<file path="config.mk">
export PLATFORM = sky130hd
export DESIGN_NAME = pipe_skid_stage
export DESIGN_NICKNAME = d
export VERILOG_FILES = /design/src/rtl/pipe_pkg.sv /design/src/rtl/pipe_sat_counter.sv /design/src/rtl/pipe_skid_stage.sv
export SDC_FILE = /design/constraint.sdc
export NUM_CORES = 1
export LEC_CHECK = 0
export CAP_MARGIN = 20
export CORE_AREA = 2 2 164 166
export CTS_CLUSTER_DIAMETER = 60
export DETAILED_ROUTE_END_ITERATION = 10
export DIE_AREA = 0 0 166 168
export PLACE_DENSITY = 0.85
export SLEW_MARGIN = 20
export SYNTH_ARGS = -nofsm -noshare
export SYNTH_HDL_FRONTEND = slang
export SYNTH_SLANG_ARGS = --single-unit
</file>
<file path="constraint.sdc">
create_clock -name clk -period 3.12 [get_ports clk]
set_clock_uncertainty 0.15 [all_clocks]
set_input_delay 0.312 -clock clk [delete_from_list [all_inputs] [get_ports clk]]
set_output_delay 0.312 -clock clk [all_outputs]
set_load 0.005 [all_outputs]
</file>
<file path="src/rtl/pipe_pkg.sv">
// pipe_pkg: shared state encoding, per-stage default widths and ctrl bit indices for pipeline stages
package pipe_pkg;

  localparam logic [1:0] ST_EMPTY = 2'b00;
  localparam logic [1:0] ST_FULL  = 2'b01;
  localparam logic [1:0] ST_SKID  = 2'b10;

  localparam int IFID_CTRL_W  = 4;
  localparam int IFID_DATA_W  = 64;
  localparam int IDEX_CTRL_W  = 16;
  localparam int IDEX_DATA_W  = 160;
  localparam int EXMEM_CTRL_W = 16;
  localparam int EXMEM_DATA_W = 128;
  localparam int MEMWB_CTRL_W = 8;
  localparam int MEMWB_DATA_W = 96;

  localparam int CTRL_REG_WRITE = 0;
  localparam int CTRL_MEM_READ  = 1;
  localparam int CTRL_MEM_WRITE = 2;
  localparam int CTRL_CSR_WE    = 3;
  localparam int CTRL_BRANCH    = 4;
  localparam int CTRL_JUMP      = 5;
  localparam int CTRL_MEM_TO_REG = 6;
  localparam int CTRL_ALU_SRC   = 7;

  function automatic logic [1:0] occ_of(input logic [1:0] st);
    return st == ST_SKID ? 2'd2 : st == ST_FULL ? 2'd1 : 2'd0;
  endfunction

endpackage

</file>
<file path="src/rtl/pipe_sat_counter.sv">
// pipe_sat_counter: saturating up-counter, cleared only by asynchronous active-low reset
module pipe_sat_counter #(
  parameter int CNT_W = 32
) (
  input  logic             clk,
  input  logic             reset_n,
  input  logic             inc,
  output logic [CNT_W-1:0] count
);

  // count events, holding at all-ones once reached
  always_ff @(posedge clk or negedge reset_n)
    if (!reset_n) count <= '0;
    else if (inc && count != '1) count <= count + CNT_W'(1);

endmodule

</file>
<file path="src/rtl/pipe_skid_stage.sv">
// pipe_skid_stage: valid/ready pipeline register with 2-entry skid buffer; perf counters under PIPE_SKID_STAGE_PERF_EN
module pipe_skid_stage
  import pipe_pkg::*;
#(
  parameter int DATA_W = 128,
  parameter int CTRL_W = 16,
  parameter int CNT_W  = 32
) (
  input  logic              clk,
  input  logic              reset_n,
  input  logic              flush,
  input  logic              in_valid,
  output logic              in_ready,
  input  logic [CTRL_W-1:0] in_ctrl,
  input  logic [DATA_W-1:0] in_data,
  output logic              out_valid,
  input  logic              out_ready,
  output logic [CTRL_W-1:0] out_ctrl,
  output logic [DATA_W-1:0] out_data,
  output logic [1:0]        occupancy,
  output logic [CNT_W-1:0]  stall_cnt,
  output logic [CNT_W-1:0]  bubble_cnt
);

  logic [1:0]        state, state_nx;
  logic [DATA_W-1:0] main_data, skid_data;
  logic [CTRL_W-1:0] main_ctrl, skid_ctrl;
  logic              accept, drain, load_main, load_skid, from_skid;

  assign out_valid = state != ST_EMPTY;
  assign out_data  = main_data;
  assign out_ctrl  = out_valid ? main_ctrl : '0;
  assign occupancy = occ_of(state);

  // handshake decode and next state; flush overrides everything
  always_comb begin
    accept    = in_valid & in_ready;
    drain     = out_valid & out_ready;
    state_nx  = flush ? ST_EMPTY :
                state == ST_EMPTY ? (accept ? ST_FULL : ST_EMPTY) :
                state == ST_FULL  ? (accept & !drain ? ST_SKID : !accept & drain ? ST_EMPTY : ST_FULL) :
                state == ST_SKID  ? (drain ? ST_FULL : ST_SKID) : ST_EMPTY;
    load_main = !flush & accept & (state == ST_EMPTY | (state == ST_FULL & drain));
    load_skid = !flush & accept & state == ST_FULL & !drain;
    from_skid = !flush & state == ST_SKID & drain;
  end

  // state and registered in_ready: accept unless the next cycle holds two entries
  always_ff @(posedge clk or negedge reset_n)
    if (!reset_n) begin
      state    <= ST_EMPTY;
      in_ready <= 1'b1;
    end else begin
      state    <= state_nx;
      in_ready <= state_nx != ST_SKID;
    end

  // main slot takes fresh input or the promoted skid entry; held otherwise, including on flush
  always_ff @(posedge clk or negedge reset_n)
    if (!reset_n) begin
      main_data <= '0;
      main_ctrl <= '0;
    end else if (load_main) begin
      main_data <= in_data;
      main_ctrl <= in_ctrl;
    end else if (from_skid) begin
      main_data <= skid_data;
      main_ctrl <= skid_ctrl;
    end

  // skid slot captures the input that arrives while the main slot is stalled
  always_ff @(posedge clk or negedge reset_n)
    if (!reset_n) begin
      skid_data <= '0;
      skid_ctrl <= '0;
    end else if (load_skid) begin
      skid_data <= in_data;
      skid_ctrl <= in_ctrl;
    end

`ifdef PIPE_SKID_STAGE_PERF_EN
  pipe_sat_counter #(.CNT_W(CNT_W)) u_stall_cnt (
    .clk(clk), .reset_n(reset_n), .inc(out_valid & ~out_ready), .count(stall_cnt)
  );
  pipe_sat_counter #(.CNT_W(CNT_W)) u_bubble_cnt (
    .clk(clk), .reset_n(reset_n), .inc(~out_valid & out_ready), .count(bubble_cnt)
  );
`else
  assign stall_cnt  = '0;
  assign bubble_cnt = '0;
`endif

endmodule
</file>
==> key figures <==
Power and ir drop
  • Leak pwr: 0.00725 uW
  • Total power divided by cell area: 701 nW/um^2
  • VDD IR max: 0.585 mV

Route
  • Via count: 8383
  • Final antenna-violating net count: 0
  • Post-Route WL: 29700 um
  • DRT iter0 DRCs: 774
  • 1st-pass router iterations: 5
  • DR vias/cell: 5.46
  • DR WL/cell: 19.3 um
  • DRC viols: 0

Logic synthesis
  • Simple-Gate Fraction of Synth Area: 8.91%
  • Adder-cell area share of the yosys netlist: 0.101%
  • Sequential share of the synthesized area: 58.9%
  • Post-synth cell types: 26
  • Multiplexer share of the synthesized area: 13.1%
  • XOR/XNOR Fraction of Synth Area: 0%
  • Post-synthesis compound-gate area fraction: 12.0%
  • Combinational family with the most area after synthesis: multiplexers
  • Syn avg cell area: 13.9 sq um
  • Post-synthesis cell area: 12400 sq um
  • Cell count after synthesis: 891
  • Async SR Flop Fraction: 100%
  • Top FF cell, synth: dfrtp_1
  • Warnings, synthesis: 0
  • Synth Register Bits: 291
  • Post-synth EDFFs: 0

CTS
  • Root buffer cell: clkbuf_16
  • Clk_lat worst skew: 0.55 ns
  • Reg clk slew, reported paths: 0.06 ns
  • Longest Clk Path Bufs: 3
  • Number of buffers created by CTS: 29
  • Htree depth: 1
  • Sinks on Clock Net: 291
  • CTS tree: done
  • Setup bufs post-CTS: 0

Setup path
  • Nature of the critical path endpoint: output port
  • R2r setup slk: 1.06 ns
  • R2R depth: 5
  • Crit-path max FO: 13
  • Beginning of the critical path: state[0]
  • Crit Path Category: flip-flop to output port
  • Critical Path Source Type: flip-flop
  • CP required: 2.66 ns
  • CP max stage delay: 0.49 ns
  • Reg-to-Reg Start: in_ready
  • Worst R2R End: out_data[87]
  • Worst setup path endpoint: out_ctrl[15]
  • CP max stage cell: clkdlybuf4s50_1
  • CP Cell Sequence: nor2_1, buf_4, nor2b_1, clkdlybuf4s50_1
  • WP data arrival: 2.13 ns

Cells and area
  • Register Area: 7280 sq um
  • Filler cell count: 1950
  • Layout overhead on the synthesized area: 32.8%
  • Final net count: 1326
  • Diodes inserted: 0
  • Final non-filler cell total: 1536
  • Area of the multi-input gates: 4470 sq um
  • Layout cell share with drive strength beyond 1: 18.2%

Timing
  • Max_slew headroom: 52.8%
  • Final hold violations: 0
  • Slew @ Worst Pin: 0.707 ns
  • Min Tclk post-route: 2.59 ns
  • Peak Freq: 0.385 GHz
  • Max-slew violation count: 0
  • Period utilization: 83.2%
  • RSZ-0062 raised after global routing: no
  • Setup TNS: 0 ns
  • Setup Viol. Count Final: 0

GRT
  • Initial antenna violation count: 0
  • Number of global-route vias before repair: 8643
  • Gr ovfl total: 0
  • Total GRT Usage: 20.6%
  • Pin count of the biggest net entering global routing: 145
  • First-pass GRT wire length: 47500 um

Run
  • Maxcap violations: 0

Floorplanning
  • I/O pins: 361
  • Initial core utilization: 46.9%
  • Die Area: 27900 sq um
  • Die width: 166 um
  • Die H: 168 um
  • CORE AREA: 26400 sq um
  • Row Count: 60

Placed design
  • Count of input and output buffers: 296
  • Placed cell count: 1485
  • GP Congestion: 0.771
  • Final HPWL DP: 19100 um

Outcome
  • Status: complete, no violations

Min path
  • Hold WC Path Type: primary input to async pin
[through the flow]
stage                     worst slack, ns  total power, uW  util [%]  area, sq um  hold WS [ns]
after global placement              0.727             7980      58.7        15500         0.224
after global routing                0.414            12100      62.3        16400         0.242
after floorplan                     0.907             6650         -        12600        -0.134
after detailed placement            0.684             8130      58.7        15500         0.228
after CTS                           0.516            11600      62.3        16400         0.226
final                               0.525            11500      62.3        16400         0.241
[cell usage in the layout, fill, tap and decap left out, types with 2 or more instances in the layout]
cell / synthesis / final
inv_1: 2 / 2
nor2_1: 2 / 2
buf_4: 73 / 11
mux2_2: 144 / 144
bufinv_16: 0 / 2
dfrtp_1: 290 / 290
and2_1: 145 / 145
clkbuf_8: 0 / 5
clkinv_2: 0 / 8
a221o_1: 144 / 144
buf_12: 0 / 12
conb_1: 1 / 64
clkdlybuf4s50_1: 0 / 295
nand3b_1: 2 / 2
clkbuf_1: 19 / 5
clkbuf_16: 0 / 29
nand2b_1: 3 / 3
nor2b_1: 18 / 18
[repair_timing]
action	in CTS	in global routing
endpoints found under the hold margin	81	0
setup endpoints to repair	0	0
gates resized for setup	0	0
hold buffers	1	0
[synthesized netlist by cell type (2+ instances only)]
cell type | count | area share, %
buf_6 | 7 | 0.64
a221o_1 | 144 | 12
nor2_1 | 2 | 0.061
inv_1 | 2 | 0.061
buf_1 | 4 | 0.12
nor2b_1 | 18 | 0.91
nand2b_1 | 3 | 0.15
buf_4 | 73 | 4.4
nand3b_1 | 2 | 0.12
and2_1 | 145 | 7.3
buf_2 | 26 | 1.1
mux2_2 | 144 | 13
dfrtp_1 | 290 | 59
clkbuf_1 | 19 | 0.58
[flip-flops by register name, summed over array words and instances, names as in the netlist]
signal and flops:
state 2, skid_data 128, skid_ctrl 16, out_data 128, main_ctrl 16, in_ready 1
[worst min-delay path by stage]
stage / start / to / slack [ns] / cells past startpoint
final: reset_n / state[1] / 0.24 / 2
after global routing: in_data[17] / out_data[17] / 0.24 / 2
after CTS: in_data[16] / out_data[16] / 0.23 / 2
after detailed placement: reset_n / state[1] / 0.23 / 1
after global placement: reset_n / state[0] / 0.22 / 1
after floorplan: reset_n / main_ctrl[0] / -0.13 / 0
[where the power goes]
group,switching (uW),internal [uW]
combinational,854,1760
sequential,586,4890
clock,1440,1980
total,2880,8630
[routing by layer]
layer | part of all wire, % | vias to the layer above | wire length (um) | track usage (%)
li1 | - | 3710 | - | -
met1 | 42 | 4316 | 12400 | 27.6
met2 | 48 | 321 | 14200 | 33.4
met3 | 8.8 | 36 | 2600 | 6.61
met4 | 1.5 | 0 | 445 | 4.16
met5 | 0 | - | 0 | 0
[area by class of cell]
class,instances,share of cell area [%]
inverter,2,0.0458
sequential,291,44.4
tap,341,2.60
multi-input combinational,532,27.2
clock inverter,11,0.663
timing repair buffer,320,20.1
clock buffer,39,4.96
[kinds of logic after synthesis]
family | count (synthesis)
mux | 144
other cells | 1
buf+inv | 131
flops | 291
compound gates | 148
fa+ha+maj | 1
simple gates | 175
[critical path: cells and delay by family (launching register included)]
kind                   cells  cell delay [ns]
flip-flops                 1             0.47
AND/OR/NAND/NOR            2             0.37
buffers and inverters      2             0.76
Power figures use the tool's default switching activity.
